### config.mk
export PLATFORM = sky130hd
export DESIGN_NAME = pwm_bridge_nleg_flat
export DESIGN_NICKNAME = d
export VERILOG_FILES = /design/src/rtl/pwm_pkg.sv /design/src/rtl/pwm_bridge_nleg_if.sv /design/src/rtl/pwm_leg_cmp.sv /design/src/rtl/pwm_bridge_nleg.sv /design/src/flat_wrapper.sv
export SDC_FILE = /design/constraint.sdc
export NUM_CORES = 1
export LEC_CHECK = 0
export CAP_MARGIN = 30
export CORE_MARGIN = 1
export CORE_UTILIZATION = 50
export CTS_CLUSTER_SIZE = 12
export DETAILED_ROUTE_END_ITERATION = 8
export HOLD_SLACK_MARGIN = 0.02
export PLACE_DENSITY = 0.81
export SKIP_LAST_GASP = 1
export SLEW_MARGIN = 5
export SYNTH_ARGS = -nofsm -noshare
export SYNTH_HDL_FRONTEND = slang
export SYNTH_HIERARCHICAL = 1
export SYNTH_SLANG_ARGS = --single-unit
### constraint.sdc
create_clock -name clk -period 3.7 [get_ports clk]
set_input_delay 0.37 -clock clk [delete_from_list [all_inputs] [get_ports clk]]
set_output_delay 0.37 -clock clk [all_outputs]
set_load 0.005 [all_outputs]
### src/rtl/pwm_pkg.sv
// Shared definitions for the multi-leg complementary PWM bridge:
// default widths, minimum carrier half-period and the carrier direction.
package pwm_pkg;

  localparam int unsigned CW_DEF  = 16;  // carrier / duty width
  localparam int unsigned DTW_DEF = 8;   // dead-time width
  localparam int unsigned HP_MIN  = 2;   // smallest half-period the carrier accepts

  // Carrier direction; UP is the reset / disabled direction.
  typedef enum logic {
    DIR_UP   = 1'b0,
    DIR_DOWN = 1'b1
  } dir_e;

endpackage

### src/rtl/pwm_bridge_nleg_if.sv
// Control-side bus of the PWM bridge: configuration and fault handshake in,
// gate drives and carrier status out. Clock and reset stay plain ports.
interface pwm_bridge_nleg_if
  import pwm_pkg::*;
#(
  parameter int unsigned LEGS = 3,
  parameter int unsigned CW   = CW_DEF,
  parameter int unsigned DTW  = DTW_DEF
);

  logic                 en;           // run enable
  logic [LEGS*CW-1:0]   duty;         // leg i at [i*CW +: CW]
  logic [CW-1:0]        half_period;  // carrier peak
  logic [DTW-1:0]       deadtime;     // dead time in clk cycles
  logic                 cfg_valid;    // capture strobe into pending regs
  logic                 fault;        // protection request, level
  logic                 fault_clr;    // clear request for the latched fault
  logic [LEGS-1:0]      pwm_hi;       // high-side gates
  logic [LEGS-1:0]      pwm_lo;       // low-side gates
  logic                 fault_lat;    // latched fault status
  logic                 valley;       // shadow-load pulse
  logic [CW-1:0]        cnt;          // carrier value

  // Control loop / protection side.
  modport master (
    output en, duty, half_period, deadtime, cfg_valid, fault, fault_clr,
    input  pwm_hi, pwm_lo, fault_lat, valley, cnt
  );

  // PWM generator side.
  modport slave (
    input  en, duty, half_period, deadtime, cfg_valid, fault, fault_clr,
    output pwm_hi, pwm_lo, fault_lat, valley, cnt
  );

endinterface

### src/rtl/pwm_leg_cmp.sv
// One half-bridge leg: compares the carrier against duty and dead time and
// registers the complementary gate pair. Comparisons are done one bit wider
// than the carrier so cnt + T and D + T can never wrap.
module pwm_leg_cmp
  import pwm_pkg::*;
#(
  parameter int unsigned CW  = CW_DEF,
  parameter int unsigned DTW = DTW_DEF
) (
  input  logic           clk,
  input  logic           rst,
  input  logic [CW-1:0]  cnt,
  input  logic [CW-1:0]  d,
  input  logic [DTW-1:0] t,
  input  logic           gate_en,
  output logic           hi,
  output logic           lo
);

  localparam int unsigned WW = CW + 1;

  logic [WW-1:0] cnt_w;
  logic [WW-1:0] d_w;
  logic [WW-1:0] t_w;
  logic          hi_on;
  logic          lo_on;

  assign cnt_w = WW'(cnt);
  assign d_w   = WW'(d);
  assign t_w   = WW'(t);

  // High side conducts below D - T, low side from D + T up; the band in
  // between is the dead time where both are off. The two ranges cannot overlap.
  assign hi_on = (cnt_w + t_w) < d_w;
  assign lo_on = cnt_w >= (d_w + t_w);

  // Registered gate outputs, forced off whenever the gates are not enabled.
  always_ff @(posedge clk) begin
    if (rst) begin
      hi <= 1'b0;
      lo <= 1'b0;
    end else begin
      hi <= gate_en & hi_on;
      lo <= gate_en & lo_on;
    end
  end

endmodule

### src/rtl/pwm_bridge_nleg.sv
// Multi-leg complementary PWM generator. A centre-aligned up/down carrier is
// shared by all legs; duty, half-period and dead time are double-buffered and
// only move from pending to active at the carrier valley. A latched fault
// blanks every gate until it is cleared and the next valley is reached.
module pwm_bridge_nleg
  import pwm_pkg::*;
#(
  parameter int unsigned LEGS   = 3,
  parameter int unsigned CW     = CW_DEF,
  parameter int unsigned DTW    = DTW_DEF,
  parameter int unsigned HP_RST = 200,
  parameter int unsigned DT_RST = 10
) (
  input logic              clk,
  input logic              rst,
  pwm_bridge_nleg_if.slave bus
);

  // Carrier state
  logic [CW-1:0]  cnt_q;
  logic [CW-1:0]  cnt_d;
  dir_e           dir_q;
  dir_e           dir_d;

  // Pending (written by cfg_valid) and active (used by the comparators) sets
  logic [CW-1:0]  pend_duty [LEGS];
  logic [CW-1:0]  pend_hp;
  logic [DTW-1:0] pend_dt;
  logic [CW-1:0]  act_duty  [LEGS];
  logic [CW-1:0]  act_hp;
  logic [DTW-1:0] act_dt;

  // Values the active set takes at the next valley
  logic [CW-1:0]  hp_clamped;
  logic [CW-1:0]  duty_clamped [LEGS];

  logic           load;
  logic           gate_en;
  logic           fault_lat_q;
  logic           gate_block_q;
  logic           valley_q;
  logic [LEGS-1:0] hi_w;
  logic [LEGS-1:0] lo_w;

  // The valley: bottom of the carrier heading up while running. Because a
  // disabled carrier parks at 0/UP, the first enabled cycle is also a valley.
  assign load = bus.en && (cnt_q == '0) && (dir_q == DIR_UP);

  // Fault input blanks the gates directly (one registered stage to the pins);
  // the block flag holds them off from latch until the first valley after clear.
  assign gate_en = bus.en && !bus.fault && !gate_block_q;

  // Carrier next state: count toward the turning point, flip on arrival.
  always_comb begin
    // NOTE: every output of a combinational block gets a default first, so no
    // path can leave it unassigned and infer a latch.
    cnt_d = cnt_q;
    dir_d = dir_q;
    if (!bus.en) begin
      cnt_d = '0;
      dir_d = DIR_UP;
    end else if (dir_q == DIR_UP) begin
      cnt_d = cnt_q + CW'(1);
      if (cnt_d >= act_hp) dir_d = DIR_DOWN;
    end else begin
      cnt_d = cnt_q - CW'(1);
      if (cnt_d == '0) dir_d = DIR_UP;
    end
  end

  // Carrier state register.
  always_ff @(posedge clk) begin
    // NOTE: sequential state is written with <= so every register samples the
    // pre-edge values, independent of statement order.
    if (rst) begin
      cnt_q <= '0;
      dir_q <= DIR_UP;
    end else begin
      cnt_q <= cnt_d;
      dir_q <= dir_d;
    end
  end

  // Clamp the pending set as it would be loaded: HP floor, duty ceiling at HP.
  always_comb begin
    hp_clamped = (pend_hp < CW'(HP_MIN)) ? CW'(HP_MIN) : pend_hp;
    for (int i = 0; i < LEGS; i++) begin
      duty_clamped[i] = (pend_duty[i] > hp_clamped) ? hp_clamped : pend_duty[i];
    end
  end

  // Shadow registers: capture on cfg_valid, transfer at the valley. A capture in
  // the valley cycle lands in pending only, since load reads pre-edge pending.
  always_ff @(posedge clk) begin
    // NOTE: these arrays are a few flops per leg, not a RAM, so they are reset;
    // the first valley must load defined values.
    if (rst) begin
      pend_hp  <= CW'(HP_RST);
      pend_dt  <= DTW'(DT_RST);
      act_hp   <= CW'(HP_RST);
      act_dt   <= DTW'(DT_RST);
      valley_q <= 1'b0;
      for (int i = 0; i < LEGS; i++) begin
        pend_duty[i] <= '0;
        act_duty[i]  <= '0;
      end
    end else begin
      valley_q <= load;
      if (load) begin
        act_hp <= hp_clamped;
        act_dt <= pend_dt;
        for (int i = 0; i < LEGS; i++) begin
          act_duty[i] <= duty_clamped[i];
        end
      end
      if (bus.cfg_valid) begin
        pend_hp <= bus.half_period;
        pend_dt <= bus.deadtime;
        for (int i = 0; i < LEGS; i++) begin
          pend_duty[i] <= bus.duty[i*CW +: CW];
        end
      end
    end
  end

  // Fault latch and gate block. A clear only wins while fault is low; the block
  // releases at a valley seen with the latch already clear.
  always_ff @(posedge clk) begin
    if (rst) begin
      fault_lat_q  <= 1'b0;
      gate_block_q <= 1'b0;
    end else begin
      if (bus.fault) begin
        fault_lat_q <= 1'b1;
      end else if (bus.fault_clr) begin
        fault_lat_q <= 1'b0;
      end
      if (bus.fault) begin
        gate_block_q <= 1'b1;
      end else if (load && !fault_lat_q) begin
        gate_block_q <= 1'b0;
      end
    end
  end

  // One comparator / output register per leg.
  for (genvar i = 0; i < LEGS; i++) begin : g_leg
    pwm_leg_cmp #(
      .CW  (CW),
      .DTW (DTW)
    ) u_leg (
      .clk     (clk),
      .rst     (rst),
      .cnt     (cnt_q),
      .d       (act_duty[i]),
      .t       (act_dt),
      .gate_en (gate_en),
      .hi      (hi_w[i]),
      .lo      (lo_w[i])
    );
  end

  assign bus.pwm_hi    = hi_w;
  assign bus.pwm_lo    = lo_w;
  assign bus.fault_lat = fault_lat_q;
  assign bus.valley    = valley_q;
  assign bus.cnt       = cnt_q;

endmodule

### src/flat_wrapper.sv
// flat-port wrapper written by rule: the top's interface ports become plain ports
module pwm_bridge_nleg_flat import pwm_pkg::*;
#(
  parameter int unsigned LEGS   = 3,
  parameter int unsigned CW     = CW_DEF,
  parameter int unsigned DTW    = DTW_DEF,
  parameter int unsigned HP_RST = 200,
  parameter int unsigned DT_RST = 10
)
  (clk, rst, bus_en, bus_duty, bus_half_period, bus_deadtime, bus_cfg_valid, bus_fault, bus_fault_clr, bus_pwm_hi, bus_pwm_lo, bus_fault_lat, bus_valley, bus_cnt);
  pwm_bridge_nleg_if #(.LEGS(LEGS), .CW(CW), .DTW(DTW)) bus_i ();
  input logic clk;
  input logic rst;
  input wire logic [$bits(bus_i.en)-1:0] bus_en;
  input wire logic [$bits(bus_i.duty)-1:0] bus_duty;
  input wire logic [$bits(bus_i.half_period)-1:0] bus_half_period;
  input wire logic [$bits(bus_i.deadtime)-1:0] bus_deadtime;
  input wire logic [$bits(bus_i.cfg_valid)-1:0] bus_cfg_valid;
  input wire logic [$bits(bus_i.fault)-1:0] bus_fault;
  input wire logic [$bits(bus_i.fault_clr)-1:0] bus_fault_clr;
  output wire logic [$bits(bus_i.pwm_hi)-1:0] bus_pwm_hi;
  output wire logic [$bits(bus_i.pwm_lo)-1:0] bus_pwm_lo;
  output wire logic [$bits(bus_i.fault_lat)-1:0] bus_fault_lat;
  output wire logic [$bits(bus_i.valley)-1:0] bus_valley;
  output wire logic [$bits(bus_i.cnt)-1:0] bus_cnt;
  assign bus_i.en = bus_en;
  assign bus_i.duty = bus_duty;
  assign bus_i.half_period = bus_half_period;
  assign bus_i.deadtime = bus_deadtime;
  assign bus_i.cfg_valid = bus_cfg_valid;
  assign bus_i.fault = bus_fault;
  assign bus_i.fault_clr = bus_fault_clr;
  assign bus_pwm_hi = bus_i.pwm_hi;
  assign bus_pwm_lo = bus_i.pwm_lo;
  assign bus_fault_lat = bus_i.fault_lat;
  assign bus_valley = bus_i.valley;
  assign bus_cnt = bus_i.cnt;
  pwm_bridge_nleg #(.LEGS(LEGS), .CW(CW), .DTW(DTW), .HP_RST(HP_RST), .DT_RST(DT_RST)) u_core (.clk(clk), .rst(rst), .bus(bus_i));
endmodule
# == Word-level counts from Yosys, hierarchy flattened ==
# Memories as Yosys holds them, arrays and structs flattened.
# Cells that the tools add are included.
# word_totals
reg_bits,74
ram_bits,96
memories,2
word_cells,87
# classes
n_reduce_logical,13
n_lt_le_gt_ge,11
mux,26
bitwise_logic,14
add_sub_neg,6
# memory_table
name,depth,word_bits,rd,rd_ports_with_merged_regs,wr,line,source
u_core.act_duty,3,16,3,0,3,pwm_bridge_nleg.sv:29,logic [CW-1:0] act_duty [LEGS];
u_core.pend_duty,3,16,3,0,3,pwm_bridge_nleg.sv:26,logic [CW-1:0] pend_duty [LEGS];
# op_table
op,count
16-bit 2-to-1 mux,11
16-bit by 8-bit adder with 17-bit output,4
16-bit by 17-bit >= comparator with 1-bit output,3
17-bit by 16-bit less-than comparator with 1-bit output,3
16-bit greater-than comparator,3
16-bit logical NOT,2
16-bit by 1-bit adder with 16-bit output (second input constant),1
16-bit >= comparator,1
16-bit by 2-bit less-than comparator with 1-bit output (second input constant),1
16-bit by 1-bit subtractor with 16-bit output (second input constant),1
1-bit 2-to-1 mux,15
1-bit AND,6
1-bit bitwise OR,6
1-bit logical AND,5
2-bit nonzero test,2
1-bit logical NOT,3
1-bit inverter,2
2-bit OR reduction,1

# == Depth between registers and ports, before layout ==
# depth
word_depth,7
depth_mapped,15
ltp_nobuf,15

# == Cells and area by module ==
# The synthesis kept the hierarchy.
# by_module_without_submodules
mod,cells_per_inst,instances,seq_area_each_um2,area_each_um2
pwm_bridge_nleg,856,1,4244.1,8622.0
pwm_leg_cmp (u_core.g_leg[1].u_leg ...),221,2,40.0,1699.1
pwm_leg_cmp (u_core.g_leg[0].u_leg),229,1,40.0,1805.5

# == Least setup slack after synthesis ==
# Ideal clock, no wire load.
# synth_timing
kind,flip-flop to flip-flop
start,"register u_core.cnt_q[8], in the netlist u_core/bus.cnt[8]"
end,memory u_core/act_duty[0][0] (netlist bit) (enable)
n_path_buf,2
period_less_slack_ps,3273
path_stages_with_launch,7
required_ps,3293
setup_ps,407
arrival_ps,2867
slack_ps,427
path_cell_list,dfxtp_1 clkbuf_1 or4_1 nor2_1 nand4_1 clkbuf_1 nand2_1
# synth_rtl
item,line,source
start: declaration,pwm_bridge_nleg.sv:20,logic [CW-1:0] cnt_q;
start signal: assignment,pwm_bridge_nleg.sv:79,cnt_q <= cnt_d;
end: declaration,pwm_bridge_nleg.sv:29,

==> results_dict.tcl <==
set metrics [dict create \
    ctsHoldBuffers 0 \
    synth_mux_area_share_pct 3.19 \
    dp_cells 1973 \
    worstSetupPathType "flop to flop" \
    insertion_delay_ns 0.44 \
    grt_max_degree 42 \
    multi_input_area_um2 8850 \
    pin_count 102 \
    finalCriticalPeriod_ns 3.46 \
    power_leakage_nw 6.89 \
    placed_area_um2 15500 \
    synthAdderAreaFrac_pct 19.5 \
    cts_setup_buffers 0 \
    layout-drive-gt1-share_pct 7.51 \
    wl_met1_um 17000 \
    cts-root-buf "clkbuf_16" \
    cts_buffers 17 \
    required_ns 4.08 \
    final_common_cell "ha_1" \
    drc_errors 0 \
    ys_seq_area_share_pct 31.6 \
    max-cap-violations 0 \
    crit_chain "ha_1, fa_1, a211oi_1, nor2_1, o31ai_2, o2bb2ai_2, xnor2_1, ha_1, nand4_1, o21bai_1, a221o_1, nand4_1, a311oi_1, o22a_1" \
    syn_avg_cell_area_um2 9.05 \
    syn_nets 1817 \
    synth_top_family_by_area "adder cells" \
    place_congestion 0.993 \
    area_growth_pct 16.3 \
    initial_core_util_pct 51.2 \
    final_cell_mix "ha_1, nand2_1, nor2_1" \
    cts_tree "built" \
    finalCritPeriodShare_pct 93.5 \
    utilization_pct 59.5 \
    power_density_nw_per_um2 338 \
    fmax_mhz 289 \
    fp.dieH_um 168 \
    end_kind "flop" \
    drv_slew 0 \
    cp_top_family "compound AO/OA/AOI/OAI gates" \
    peakVddDrop_mv 0.282 \
    fin_area_um2 16100 \
    dp_slack_ns 0.269 \
    dr.pass1.iters 6 \
    arrival_ns 3.84 \
    setup_tns_ns 0 \
    core_area_um2 27000 \
    synth-xor-area-share_pct 6.90 \
    synth-simple-area-share_pct 16.9 \
    yosysWarnings 6 \
    grt_pass1_vias 11300 \
    rsz0062_at_grt "false" \
    setup_viol 0 \
    route.met2.wl_um 17300 \
    n_fill_cell 2302 \
    numPortBuffers 101 \
    setup_slack_ns 0.242 \
    netlist_area_um2 13800 \
    p_total_mw 5.43 \
    hold_class "input pin to flop" \
    hold_slack_ns 0.311 \
    antenna_found_initial 0 \
    met3_length_um 2600 \
    status "finished clean" \
    diodes 0 \
    slowest_delay_ns 0.43 \
    cts.sinks 170 \
    synth_seq_cells 170 \
    synth-edff-count 96 \
    seq_area_um2 4370 \
    ctsResizeCount 0 \
    die_width_um 168 \
    clk_path_buf_depth 2 \
    instances_no_fill 2005 \
    placementRows 60 \
    die_area_um2 28300 \
    startpoint_type "flop" \
    wirelength_um 38700 \
    crit_path_max_fanout 5 \
    netlist_instances 1527 \
    grtUsageTotal_pct 27.5 \
    async_flop_share_pct 0 \
    ant_nets 0 \
    slew_headroom_pct 56.3 \
    crit_buf_inv 0 \
    ys_types 84 \
    finalClockSkew_ns 0.0252 \
    worst_slew_pin_slew_ns 0.654 \
    htreeDepth 4 \
    synth_flop_cell "edfxtp_1" \
    synth_compound_area_share_pct 17.5 \
    final_nets 1941 \
    critical-path-slowest-cell "fa_1" \
    route.vias.total 11900 \
    vias_per_cell 5.96 \
    drt_first_iter_violations 1255 \
    clkTransAtPathRegs_ns 0.08 \
    hpwl_um 30300 \
    hold_viol_final 0 \
    wl_per_cell_um 19.3 \
    dr.max_layer_used "met4" \
    overflow 0 \
    grt_pass1_wl_um 60700 \
]
## worst reg2reg max path: cells and delay by family, from the launching register on
kind            cells  cell delay, ns
xor+xnor            1            0.11
flops               1            0.42
simple gates        3            0.33
fa+ha+maj           3            1.02
compound gates      7            1.54
## area by class of cell
type	count	share of cell area, %
Clock buffer	17	2.65
Multi-Input combinational cell	1196	55.1
Timing Repair Buffer	150	8.67
Inverter	116	2.71
Tap cell	341	2.65
Sequential cell	170	27.2
Clock inverter	15	1.07
## power by group
part           total, mW  switching (mW)  internal, mW
clock               1.83           0.906         0.919
combinational       1.31           0.740         0.575
sequential          2.29           0.138          2.15
## worst paths after layout
| check | startpoint | to | slack (ns) | cells past startpoint |
|---|---|---|---|---|
| max | u_core/act_duty[0][32] | u_core/g_leg[2].u_leg/lo | 0.24 | 14 |
| min reg2reg | u_core/act_hp[2] | u_core/act_hp[2] | 0.46 | 2 |
| min | rst | u_core/pend_hp[4] | 0.31 | 2 |
| max reg2reg | u_core/act_duty[0][32] | u_core/g_leg[2].u_leg/lo | 0.24 | 14 |
## Yosys cell counts (23+ instances only)
cell type	instances	area (um^2)
xnor2_1	75	657
nand3_1	44	220
and2_1	53	332
a211oi_1	23	173
dfxtp_1	74	1480
a21o_1	29	218
xor2_1	34	298
edfxtp_1	96	2880
inv_1	111	417
a21oi_1	105	526
clkbuf_1	39	146
nor2_1	118	443
nand2_1	146	548
mux2i_1	44	440
o21ai_0	53	265
nand4_1	28	175
ha_1	206	2580
## routing by layer
metal  global-route usage (%)  vias up
li1                         -     5760
met1                     36.5     5553
met2                     44.7      538
met3                     3.36       92
met4                     12.6        0
met5                        0        -
## registers in the layout, summed over array words and instances, names as in the netlist
register / cells
u_core/dir_q: 1
u_core/bus.valley: 1
u_core/act_hp: 16
u_core/g_leg.u_leg/hi: 3
u_core/gate_block_q: 1
u_core/bus.fault_lat: 1
u_core/pend_duty: 48
u_core/g_leg.u_leg/lo: 3
u_core/bus.cnt: 16
u_core/pend_hp: 16
u_core/act_dt: 8
u_core/act_duty: 48
u_core/pend_dt: 8
## cells by family (layout without fill, tap and decap cells)
| family | count (synthesis) | after routing |
|---|---|---|
| AO/OA/AOI/OAI | 351 | 351 |
| flip-flops | 170 | 170 |
| XOR/XNOR | 109 | 109 |
| multiplexers | 44 | 44 |
| buffers and inverters | 161 | 298 |
| AND/OR/NAND/NOR | 480 | 480 |
| adder cells (fa/ha/maj) | 212 | 212 |
No activity file was read; power rests on OpenSTA's default activity.
